**src/rtl/extclk_change_monitor.sv**
```systemverilog
// extclk_change_monitor: captures a reference external-clock frequency and
// raises a sticky flag once later measurements have deviated from it by more
// than the programmed limit for pCONFIRM consecutive samples. The whole block
// runs in the clk_usb domain.
module extclk_change_monitor #(
  parameter int pDISCARD = 1,
  parameter int pCONFIRM = 2
) (
  input  logic        clk_usb,
  input  logic        reset_n,
  input  logic [31:0] extclk_frequency,
  input  logic        freq_valid,
  input  logic        extclk_monitor_disabled,
  input  logic [31:0] extclk_limit,
  input  logic        extclk_change_clear,
  output logic        extclk_change,
  output logic [31:0] ref_frequency,
  output logic [1:0]  monitor_state
);

  // Discard counter only has to hold pDISCARD; keep at least one bit.
  localparam int DW = (pDISCARD < 1) ? 1 : $clog2(pDISCARD + 1);
  localparam logic [DW-1:0] DISCARD_LOAD = DW'(pDISCARD);
  localparam logic [3:0]    CONFIRM_TRIP = 4'(pCONFIRM);

  typedef enum logic [1:0] {
    ST_DISABLED = 2'd0,
    ST_ACQUIRE  = 2'd1,
    ST_MONITOR  = 2'd2,
    ST_TRIPPED  = 2'd3
  } state_t;

  state_t        state_q, state_d;
  logic          change_q, change_d;
  logic [31:0]   ref_q, ref_d;
  logic [DW-1:0] discard_q, discard_d;
  logic [3:0]    confirm_q, confirm_d;

  logic [31:0]   diff;
  logic          out_of_limit;
  logic [3:0]    confirm_inc;

  // Absolute deviation: subtract the smaller operand from the larger so the
  // result never wraps, then compare strictly against the live limit.
  always_comb begin
    if (extclk_frequency >= ref_q) diff = extclk_frequency - ref_q;
    else                           diff = ref_q - extclk_frequency;
    out_of_limit = (diff > extclk_limit);
    confirm_inc  = (confirm_q == 4'd15) ? confirm_q : confirm_q + 4'd1;
  end

  // Next-state and register updates; disable overrides every other event.
  always_comb begin
    state_d   = state_q;
    change_d  = change_q;
    ref_d     = ref_q;
    discard_d = discard_q;
    confirm_d = confirm_q;
    if (extclk_monitor_disabled) begin
      state_d   = ST_DISABLED;
      change_d  = 1'b0;
      discard_d = '0;
      confirm_d = '0;
    end else begin
      case (state_q)
        ST_DISABLED: begin
          state_d   = ST_ACQUIRE;
          discard_d = DISCARD_LOAD;
        end
        ST_ACQUIRE: begin
          if (extclk_change_clear) begin
            discard_d = DISCARD_LOAD;
          end else if (freq_valid) begin
            if (discard_q != '0) begin
              discard_d = discard_q - 1'b1;
            end else begin
              ref_d     = extclk_frequency;
              confirm_d = '0;
              state_d   = ST_MONITOR;
            end
          end
        end
        ST_MONITOR: begin
          if (extclk_change_clear) begin
            confirm_d = '0;
            discard_d = DISCARD_LOAD;
            state_d   = ST_ACQUIRE;
          end else if (freq_valid) begin
            if (out_of_limit) begin
              confirm_d = confirm_inc;
              if (confirm_inc >= CONFIRM_TRIP) begin
                state_d  = ST_TRIPPED;
                change_d = 1'b1;
              end
            end else begin
              confirm_d = '0;
            end
          end
        end
        ST_TRIPPED: begin
          change_d = 1'b1;
          if (extclk_change_clear) begin
            change_d  = 1'b0;
            confirm_d = '0;
            discard_d = DISCARD_LOAD;
            state_d   = ST_ACQUIRE;
          end
        end
        default: begin
          state_d = ST_DISABLED;
        end
      endcase
    end
  end

  // State and datapath registers with asynchronous active-low reset.
  always_ff @(posedge clk_usb or negedge reset_n) begin
    if (!reset_n) begin
      state_q   <= ST_DISABLED;
      change_q  <= 1'b0;
      ref_q     <= '0;
      discard_q <= '0;
      confirm_q <= '0;
    end else begin
      state_q   <= state_d;
      change_q  <= change_d;
      ref_q     <= ref_d;
      discard_q <= discard_d;
      confirm_q <= confirm_d;
    end
  end

  assign extclk_change = change_q;
  assign ref_frequency = ref_q;
  assign monitor_state = state_q;

endmodule

```
**config.mk**
```make
export PLATFORM = sky130hd
export DESIGN_NAME = extclk_change_monitor
export DESIGN_NICKNAME = d
export VERILOG_FILES = /design/src/rtl/extclk_change_monitor.sv
export SDC_FILE = /design/constraint.sdc
export NUM_CORES = 1
export LEC_CHECK = 0
export ABC_AREA = 1
export CORE_UTILIZATION = 60
export DETAILED_ROUTE_END_ITERATION = 16
export DONT_BUFFER_PORTS = 1
export GPL_TIMING_DRIVEN = 0
export HOLD_SLACK_MARGIN = 0.05
export MAX_ROUTING_LAYER = met4
export PLACE_DENSITY = 0.74
export REMOVE_ABC_BUFFERS = 1
export SYNTH_ARGS = -nofsm -noshare
export SYNTH_HDL_FRONTEND = slang
export SYNTH_SLANG_ARGS = --single-unit
```
**constraint.sdc**
```tcl
create_clock -name clk_usb -period 4.8 [get_ports clk_usb]
set_clock_uncertainty 0.1 [all_clocks]
set_input_delay 0.96 -clock clk_usb [delete_from_list [all_inputs] [get_ports clk_usb]]
set_output_delay 0.96 -clock clk_usb [all_outputs]
set_load 0.02 [all_outputs]
```
; ---- After elaboration in Yosys (flattened, before gate mapping)
; Index checks and enable logic that the tools add are counted.
[op_classes]
reduce_logical = 9
n_bitwise = 3
addsub = 4
n_mux = 34
order_cmp = 3
n_eq_ne = 17
[op_table]
columns = operator, count
row1 = 32-bit subtractor, 2
row2 = 4-bit two-way mux, 9
row3 = 32-bit greater-or-equal comparator, 1
row4 = 32-bit greater-than comparator, 1
row5 = 32-bit two-way mux, 1
row6 = 3-bit != test (second input constant), 8
row7 = 2-bit two-way mux, 9
row8 = 4-bit != test (second input constant), 4
row9 = 4-bit one-hot mux with 3 select lines, 1
row10 = 1-bit two-way mux, 11
row11 = 5-bit AND reduction, 2
row12 = 2-bit one-hot mux with 4 select lines, 1
row13 = 7-bit AND reduction, 1
row14 = 6-bit AND reduction, 1
row15 = 4-bit by 1-bit adder with 4-bit output (second input constant), 1
row16 = 2-bit == test (second input constant), 2
row17 = 4-bit == test (second input constant), 1
row18 = 4-bit by 2-bit greater-or-equal comparator with 1-bit output (second input constant), 1
row19 = 4-bit nonzero test, 1
row20 = 3-bit by 1-bit != test with 1-bit output (second input constant), 1
row21 = 1-bit NOT, 3
row22 = 1-bit one-hot mux with 3 select lines, 1
row23 = 3-bit nonzero test, 1
row24 = 2-bit by 1-bit == test with 1-bit output (second input constant), 1
row25 = 5 further kinds, 5
[totals]
input_bits = 69
reg_bits = 40
word_cells = 75
out_inout_bits = 35

; ---- Logic depth before layout (Yosys ltp)
; Gate-level depths: netlist of the first run.
[depth]
word_depth = 9
mapped_depth = 31
ltp_nobuf = 30

; ---- Worst setup path after synthesis of the first run
; OpenSTA, ideal clock, no wires.
[synth_path]
path_kind = input -> register
from = in extclk_frequency[0]
to = reg state_q[0] (netlist: monitor_state[0])
path_buffers = 1
arrival_time_ps = 3790
cell_stages = 27
setup_ps = 118
setup_slack_ps = 792
path_cell_list = inv_1 > ha_1 > inv_1 > fa_1 > inv_1 > o21ai_1 > a21oi_2 > o21ai_2 > nand2_2 > nand3_4 > inv_4 > buf_6 > nand2_1 > nand2_1 > inv_1 > ha_1 > nand2_1 > nor2_1 > nand2_1 > nor2_1 > nand2_1 > nand2_1 > nand3_1 > nand3_1 > nand2_1 > nand2_1 > nand2_1
[synth_between]
elab_chain_len = 5
word_cells_on_any_way = 7
[synth_rtl]
columns = element, line
row1 = "start, declared", 11  ; input logic [31:0] extclk_frequency,
row2 = "32-bit subtractor, or another cell as far along", 47  ; else diff = ref_q - extclk_frequency;
row3 = 32-bit two-way mux *, 46  ; if (extclk_frequency >= ref_q) diff = extclk_frequency - ref_q;
row4 = 32-bit greater-than comparator *, 48  ; out_of_limit = (diff > extclk_limit);
row5 = 4-bit != test (no source line) *, -
row6 = 7-bit AND reduction (no source line) *, -
row7 = "end signal, assigned", 125  ; state_q <= state_d;
row8 = "end, declared", 33  ; state_t state_q, state_d;
; Every way passes the cells marked *; elsewhere a longest branch is shown, timed or not.
; A chain may end at the register's enable or synchronous reset.

; ---- Worst setup path in the final report of the first run
; Same ends and word-level chain as after synthesis.

==> results of run 1 <==
[path summary, 6_finish.rpt]
path / end / startpoint / cells past startpoint / slack (ns)
setup / recovery: monitor_state[0] / extclk_frequency[0] / 26 / 0.47
hold / removal: ref_frequency[0] / reset_n / 0 / 0.20
setup reg to reg: monitor_state[0] / ref_frequency[0] / 25 / 0.60
hold reg to reg: confirm_q[3] / confirm_q[3] / 2 / 0.48
max in group asynchronous: ref_frequency[28] / reset_n / 0 / 4.26
min in group clk_usb: confirm_q[3] / confirm_q[3] / 2 / 0.48
[layout by cell type, fill, tap and decap left out, types with 9 or more instances in the layout]
master   instances
nor2_1          78
nand3_1         41
xor2_1          43
dfrtp_1         40
ha_1           100
nand2_1        297
o21ai_1          9
nor3_1           9
a21oi_1        119
inv_1          188
o21ai_0         89
[power groups by stage]
stage                     clock network, mW  logic (mW)  registers (mW)
after CTS                             0.266        3.71           0.780
after floorplan                           0        2.88           0.750
after global routing                  0.276        4.37           0.805
after detailed placement                  0        3.69           0.786
after global placement                    0        3.64           0.783
final                                 0.259        3.84           0.778
[cell families after synthesis]
family	count (synthesis)
adders and majority gates	102
buffers and inverters	213
AOI/OAI and AO/OA	243
DFF	40
xor gates and xnor gates	48
and+or+nand+nor	452
[Yosys cell counts (all sizes together), types with 2 or more instances]
library cell,count,area share [%]
a21o,6,0.67
nand4,4,0.37
ha,100,19
o21bai,4,0.45
buf,15,1.4
o21a,8,0.90
clkbuf,7,0.41
nand3,43,3.4
nor2,85,5.1
o21ai,101,7.7
a21oi,120,9.0
nor3,10,0.82
or2,3,0.28
dfrtp,40,15
fa,2,0.60
o211ai,2,0.22
inv,191,11
nand2,304,17
xor2,43,5.6
xnor2,5,0.65
[routing by layer]
layer,up-vias,GRT usage [%]
met3,21,5.75
met2,221,47.0
li1,3476,-
met5,-,-
met1,2956,42.7
met4,0,6.36
[layout make-up]
cell class                      instances  area, um2
Fill cell                            1089       3920
Inverter                              191        724
Tap cell                              140        175
Sequential cell                        40       1000
Timing Repair Buffer                    5       70.1
Clock inverter                          1       7.51
Multi-Input combinational cell        846       4860
Clock buffer                            7       86.3
[timing repair]
item | in CTS | in global routing
hold endpoints to repair | 0 | 0
resized for setup | 0 | 2
endpoints found under the setup margin | 0 | 7
buffers inserted | 0 | 4
[registers in the layout (all words and copies together), names as in the netlist]
| signal | count |
|---|---|
| ref_frequency | 32 |
| confirm_q | 4 |
| monitor_state | 2 |
| discard_q | 1 |
| extclk_change | 1 |
==> results by group, run 1 <==
Run status
  – Status: complete, no violations

Pwr
  – Clock share of power: under 10%
  – Int Pwr: 1.98 mW
  – Power density over the cells: 705 mW/mm2
  – Total power: 4.88 mW
  – Reg power frac: 15.9%
  – LEAKAGE: 3.81 nW
  – VDD IR-drop max: 0.329 mV
  – Switching Fraction: between 50 and 60%
  – Psw: 2.90 mW
  – Combinational Power Share: 78.8%

Global route
  – Largest net degree at the start of global routing: 41
  – Global Route Usage Sum: 30.9%
  – Global route overflow: 0
  – First-pass GRT wire length: 27.3 mm
  – Number of global-route vias before repair: about 5900
  – Initial antenna violation count: 0

Timing
  – Final worst-path cycle share: 90.2%
  – Rel. slew slack: 60.1%
  – Worst-margin pin slew: 0.598 ns
  – # setup viols final: 0
  – Fmax: 0.231 GHz
  – Final WS setup: between 0.4 and 0.5 ns
  – Worst hold slack: roughly 0.2 ns
  – Hold Fails Final Rpt: 0
  – Period minus WS final: 4.33 ns
  – TNS Setup: 0 ns
  – RSZ-0062 raised after global routing: no
  – Count of pins over their slew limit: 0

Job
  – Max Cap Viol: 0

Floorplan
  – Ports: around 100
  – Die Area: 0.0116 mm2
  – Starting Density: about 62%
  – Core Box Area: ~0.011 mm2
  – # rows: 38
  – Die Ht: 108 um
  – Die Wd: 108 um

Place
  – Dpl ws: -0.192 ns
  – Port Buffers: 0
  – Dpl cells: 1217
  – GPL Wtd Cong: 0.969
  – Placed Area: 0.00677 mm2
  – HPWL after DPL: 14.2 mm

Drt
  – Number of DRC markers in iteration 0: 417
  – Via count: around 6700
  – Wirelength per Cell: about 14 um
  – Detailed-route wire length: approximately 17 mm
  – Wire length on met3: 1.38 mm
  – WL met2: 7.18 mm
  – Routed Antenna Nets: 0
  – Wl on met1: 8.41 mm
  – Top layer in use: met4
  – DR pass1 iterations: 5
  – DRC Markers: 0
  – Vias/cell: 5.43

Clock network
  – CTS buffer count: 5
  – CTS sink count: 40
  – TritonCTS clock tree: done
  – Worst skew pair latency: 0.34 ns
  – H-tree depth: 2
  – Root Buffer: clkbuf_8
  – Clk buf depth: 2
  – CTS clk-pin slew, worst paths: about 0.10 ns
  – Hold buffer count at CTS: 0

Hold path
  – Hold Crit Class: in -> async

Yosys
  – Cell count after synthesis: 1098
  – Synth Area in Simple Gates: 27.6%
  – Adder-cell share of the synthesized area: 19.3%
  – Seq/Total Area, Yosys: between 10 and 15%
  – Synth Area in Compound Gates: 19.3%
  – EDFF count, synth: 0
  – Asr flop ratio synth: 100%
  – Synth Register Bits: 40
  – Multiplexer share of the synthesized area: 0%
  – Synth Flop Type: dfrtp_1
  – Largest family of logic cells by synthesized area: simple AND/OR/NAND/NOR gates
  – Post-Syn Area: approximately 0.0067 mm2
  – Synth cell types: 38
  – Synth warnings: 0
  – Synth Area per Inst: 6.09 um2
  – Synth Area in XOR/XNOR: 6.29%

Worst setup path
  – Crit path max-delay family: simple AND/OR/NAND/NOR gates
  – Crit end category: flip-flop
  – Startpoint Class: input pin
  – CP max stage cell: fa_1
  – Worst Path Buf+Inv: 6
  – Setup Crit Path Kind: in -> reg
  – Crit Path Max Fanout: 10
  – CP arrival: 4.50 ns
  – Worst path required time: 4.97 ns
  – Most used cell, CP: nand2_1
  – Max incr delay on CP: about 0.3 ns

Finish
  – Final cell count without fillers: 1230
  – Finished Cell Area: 0.00693 mm2
  – Nets: 1260
  – N_diodes: 0
  – Layout cells sized above 1: approximately 3.7%
  – Syn-to-layout area delta: 3.54%
  – Final core utilization: 63.9%
(Power assumes the default switching activity.)
==> run 2, diff against run 1 <==
clock period = 5.05 ns   (was 4.8 ns; I/O delays follow)
==> run 2 against run 1 <==
  * Flip-flop and latch count stayed put
  * Worst setup slack got worse by 0.086 ns
  * Non-clock buffer count down 4
  * Sequential share of layout area up 0.11 points
  * Register-to-register slack worse by 0.05 ns
  * Design area shrank 0.76%
  * Global-route usage stayed put
  * Cell count decreased by 0.41%
  * Via count down 0.16%
  * Critical path depth up 2
  * Die area is the same
  * Largest cell class unchanged
  * Largest power group unchanged
==> results by group, run 2 (synthesis gave the netlist of run 1 again) <==
Finish
  – Syn-to-layout area delta: 2.75%
  – Layout cells sized above 1: about 3.2%
  – Most frequent cells in the layout: 297 x nand2_1, 188 x inv_1, 119 x a21oi_1
  – Final core utilization: between 60% and 70%
  – N_diodes: 0
  – Largest register FFs: 32
  – Finished Cell Area: between 0.006 and 0.007 mm2
  – Commonest non-fill, non-tap cell in the layout: nand2_1
  – Nets: 1255
  – Fill count: 1091

Global route
  – Met1 Use GR: 42.7%
  – Largest net degree at the start of global routing: 41
  – Number of global-route vias before repair: 5925
  – Met3 GRT Util: around 5.8%
  – First-pass GRT wire length: 27.3 mm
  – Met2 usage: 47.0%
  – Global Route Usage Sum: between 30% and 40%
  – Initial antenna violation count: 0
  – Busiest metal layer after global routing: met2
  – Global route overflow: 0

Timing
  – Hold Fails Final Rpt: 0
  – RSZ-0062 raised after global routing: no
  – Rel. slew slack: about three fifths
  – TNS Setup: 0 ns
  – Count of pins over their slew limit: 0
  – Final worst-path cycle share: 92.3%
  – Worst-margin pin slew: 0.594 ns
  – Period minus WS final: about 4.7 ns
  – Worst hold slack: 0.258 ns
  – # setup viols final: 0
  – Fmax: approximately 0.21 GHz

Place
  – Placed Area: 0.00677 mm2
  – GPL Wtd Cong: 0.969
  – HPWL after DPL: 14.2 mm
  – Port Buffers: 0

Drt
  – Routed Antenna Nets: 0
  – Via count: roughly 6700
  – DRC Markers: 0
  – Vias/cell: around 5.4
  – DR pass1 iterations: 5
  – Number of DRC markers in iteration 0: about 400
  – Wirelength per Cell: 13.8 um
  – Detailed-route wire length: roughly 17 mm

Pwr
  – Total power: 4.56 mW
  – VDD IR-drop max: 0.309 mV
  – LEAKAGE: 3.78 nW
  – Power density over the cells: around 660 mW/mm2

Worst setup path
  – Startpoint Class: input pin
  – Setup Crit Path Kind: in -> reg
  – Reg2Reg Depth: 27
  – Crit Path Max Fanout: 37
  – Crit end category: flip-flop
  – Max incr delay on CP: 0.46 ns
  – CP arrival: 4.79 ns
  – R2R Setup Slk: 0.55 ns
  – Critical Path End: monitor_state[0]
  – CP max stage cell: fa_1
  – Most used cell, CP: nand2_1
  – FF-to-FF Start: ref_frequency[0]
  – Critical path launch point: extclk_frequency[0]
  – Worst path required time: 5.17 ns
  – End of the worst register-to-register path: monitor_state[0]

Hold path
  – Hold Crit Class: in -> async

Floorplan
  – Die Wd: 108 um
  – Die Area: roughly 0.012 mm2
  – Ports: 104
  – Starting Density: 61.7%
  – Core Box Area: about 0.011 mm2
  – # rows: 38
  – Die Ht: 108 um

Clock network
  – CTS buffer count: 5
  – Worst skew pair latency: 0.33 ns
  – CTS clk-pin slew, worst paths: ~0.1 ns
  – Post-CTS Setup Repair Bufs: 0
  – Clk buf depth: 2
  – Hold buffer count at CTS: 0
  – Root Buffer: clkbuf_8
  – H-tree depth: 2
  – TritonCTS clock tree: done
  – CTS sink count: 40

Run status
  – Status: complete, no violations

Job
  – Max Cap Viol: 0
==> run 2: cell count changes in the layout (fill, tap and decap cells not counted) <==
cell,previous run,this run
buf_12,1,0
nand3_2,2,1
buf_4,3,0
==> run 2: critical path, delay by kind of cell <==
kind | cells | cell delay, ns
AND/OR/NAND/NOR | 17 | 1.73
buffers and inverters | 5 | 0.63
adder cells (fa/ha/maj) | 3 | 0.93
AO/OA/AOI/OAI | 3 | 0.47
==> run 2: final cells by class <==
type                            count  area [um2]  area share (%)
Multi-Input combinational cell    845        4850            70.6
Clock inverter                      1        7.51           0.109
Timing Repair Buffer                1        27.5           0.401
Tap cell                          140         175            2.55
Clock buffer                        7        86.3            1.26
Sequential cell                    40        1000            14.6
Inverter                          191         724            10.5
==> run 2: power by group <==
group | internal (mW) | switching (mW) | leakage (nW)
Clock | 0.111 | 0.133 | 0.0445
Combinational | 1.28 | 2.30 | 3.22
Sequential | 0.442 | 0.298 | 0.512
==> run 2: per-layer routing <==
| metal | routed length, um | vias up | part of all wire, % |
|---|---|---|---|
| li1 | - | 3465 | - |
| met1 | 8410 | 2957 | 50 |
| met2 | 7050 | 224 | 42 |
| met3 | 1290 | 17 | 7.6 |
| met4 | 202 | 0 | 1.2 |
| met5 | 0 | - | 0 |
==> run 2: worst min path at each step <==
stage | slack, ns | cells after the start | to | from
final | 0.26 | 0 | ref_frequency[0] | reset_n
after global routing | 0.25 | 0 | ref_frequency[0] | reset_n
after CTS | 0.25 | 0 | ref_frequency[0] | reset_n
after detailed placement | 0.46 | 2 | confirm_q[3] | confirm_q[3]
after global placement | 0.45 | 2 | confirm_q[3] | confirm_q[3]
after floorplan | 0.43 | 2 | confirm_q[3] | confirm_q[3]
==> run 2: through the flow <==
step / setup WS (ns) / cells
6_report: 0.386 / 1225
5_1_grt: 0.0232 / 1225
4_1_cts: 0.344 / 1225
3_5_place_dp: 0.00793 / 1217
3_3_place_gp: -0.00432 / 1216
2_1_floorplan: 0.800 / 1076
==> run 2: what timing repair did <==
action | in CTS | in global routing
resized for setup | 0 | 2
endpoints found under the setup margin | 0 | 5
hold endpoints to repair | 0 | 0
==> run 3, diff against run 2 <==
CORE_ASPECT_RATIO = 0.9   (was unset)
clock period = 5.4 ns   (was 5.05 ns; I/O delays follow)
==> run 3 against run 2 <==
  * Sequential share of layout area fell by 0.14 points
  * Cell count increased by 0.98%
  * Clock power grew 30%
  * Largest cell class unchanged
  * Non-clock buffer count stayed put
  * Routed wire length rose by 2.5%
  * First-iteration DRC count is 32% higher
  * Via count hardly changed
  * Global-route usage is 0.66 points higher
  * Design area grew 0.96%
==> results by group, run 3 (synthesis gave the netlist of run 1 again) <==
Worst setup path
  – Worst Path Buf+Inv: 5
  – Crit Path Max Fanout: 37
  – Crit end category: flip-flop
  – CP max stage cell: fa_1
  – CP arrival: 5.03 ns
  – Setup Crit Path Kind: in -> reg
  – Startpoint Class: input pin
  – Most used cell, CP: nand2_1
  – Worst path required time: roughly 5.5 ns
  – Crit path max-delay family: simple AND/OR/NAND/NOR gates
  – Max incr delay on CP: ~0.47 ns

Timing
  – Worst hold slack: 0.370 ns
  – Hold Fails Final Rpt: 0
  – Fmax: slightly above 0.2 GHz
  – Period minus WS final: 4.92 ns
  – TNS Setup: 0 ns
  – RSZ-0062 raised after global routing: no
  – Final worst-path cycle share: 91.1%
  – Worst-margin pin slew: 0.581 ns
  – Rel. slew slack: approximately three fifths
  – Count of pins over their slew limit: 0
  – Final WS setup: between 0.4 and 0.5 ns
  – # setup viols final: 0

Drt
  – Routed Antenna Nets: 0
  – Via count: 6665
  – Detailed-route wire length: 17.4 mm
  – DRC Markers: 0
  – Number of DRC markers in iteration 0: between 500 and 600
  – Vias/cell: 5.39
  – Wirelength per Cell: 14.0 um
  – DR pass1 iterations: 5

Finish
  – Layout cells sized above 1: roughly 3.2%
  – Syn-to-layout area delta: 3.74%
  – N_diodes: 0
  – Most frequent cells in the layout: 297 x nand2_1, 188 x inv_1, 119 x a21oi_1
  – Final core utilization: 63.9%
  – Largest register FFs: 32
  – Commonest non-fill, non-tap cell in the layout: nand2_1
  – Nets: 1255
  – Fill count: between 1000 and 1500
  – Finished Cell Area: about 0.0069 mm2
  – Final cell count without fillers: 1237

Clock network
  – H-tree depth: 2
  – Root Buffer: clkbuf_16
  – Post-CTS Resized: 0
  – Post-CTS Setup Repair Bufs: 0
  – CTS clk-pin slew, worst paths: 0.06 ns
  – TritonCTS clock tree: done
  – CTS buffer count: 5
  – Clk buf depth: 2
  – Hold buffer count at CTS: 0
  – CTS sink count: 40
  – Worst skew pair latency: 0.30 ns

Global route
  – Largest net degree at the start of global routing: 41
  – First-pass GRT wire length: 27.9 mm
  – Global Route Usage Sum: 31.6%
  – Number of global-route vias before repair: 5904
  – Global route overflow: 0
  – Initial antenna violation count: 0

Floorplan
  – Die Wd: 113 um
  – Die Area: 0.0116 mm2
  – # rows: 36
  – Die Ht: 102 um
  – Core Box Area: 0.0109 mm2
  – Starting Density: 61.6%
  – Ports: approximately 100

Place
  – GPL Wtd Cong: 0.974
  – Placed Area: 0.00679 mm2
  – HPWL after DPL: 14.5 mm
  – Dpl cells: ~1200
  – Port Buffers: 0
  – Dpl ws: 0.269 ns

Pwr
  – LEAKAGE: about 3.8 nW
  – Total power: 4.38 mW
  – Power density over the cells: roughly 630 mW/mm2
  – VDD IR-drop max: 0.302 mV

Run status
  – Status: complete, no violations

Job
  – Max Cap Viol: 0

Hold path
  – Hold Crit Class: in -> async
## run 3: area by class of cell
class	instances	area [um2]	area share (%)
Multi-Input combinational cell	845	4850	69.9
Timing Repair Buffer	1	27.5	0.397
Clock buffer	7	143	2.06
Sequential cell	40	1000	14.4
Tap cell	152	190	2.74
Inverter	191	719	10.4
Clock inverter	1	7.51	0.108
## run 3: worst reg2reg max path, delay by kind of cell (launching register included)
kind | cells | cell delay, ns
buf+inv | 4 | 0.68
simple gates | 13 | 1.69
fa+ha+maj | 3 | 1.04
flops | 1 | 0.49
compound gates | 4 | 0.57
## run 3: worst paths after layout
kind                                startpoint                end  slack, ns  cells past startpoint
setup / recovery           extclk_frequency[0]       confirm_q[2]       0.48                     25
hold / removal                         reset_n   ref_frequency[0]       0.37                      0
setup reg to reg              ref_frequency[0]       confirm_q[2]       0.75                     24
hold reg to reg                   confirm_q[3]       confirm_q[3]       0.48                      2
max in group asynchronous              reset_n  ref_frequency[28]       4.75                      0
min in group clk_usb              confirm_q[3]       confirm_q[3]       0.48                      2
## run 3: where the power goes
part           internal (mW)  total (mW)  leakage, nW  switching [mW]
Clock                  0.184       0.316       0.0701           0.132
Sequential             0.414       0.694        0.512           0.279
Combinational           1.19        3.37         3.22            2.18
## run 3: metal layers
| layer | global-route usage [%] | wire [um] | up-vias |
|---|---|---|---|
| met5 | - | 0 | - |
| met1 | 45.1 | 8770 | 2953 |
| met3 | 4.09 | 1190 | 12 |
| li1 | - | - | 3458 |
| met4 | 7.69 | 184 | 0 |
| met2 | 47.1 | 7220 | 242 |
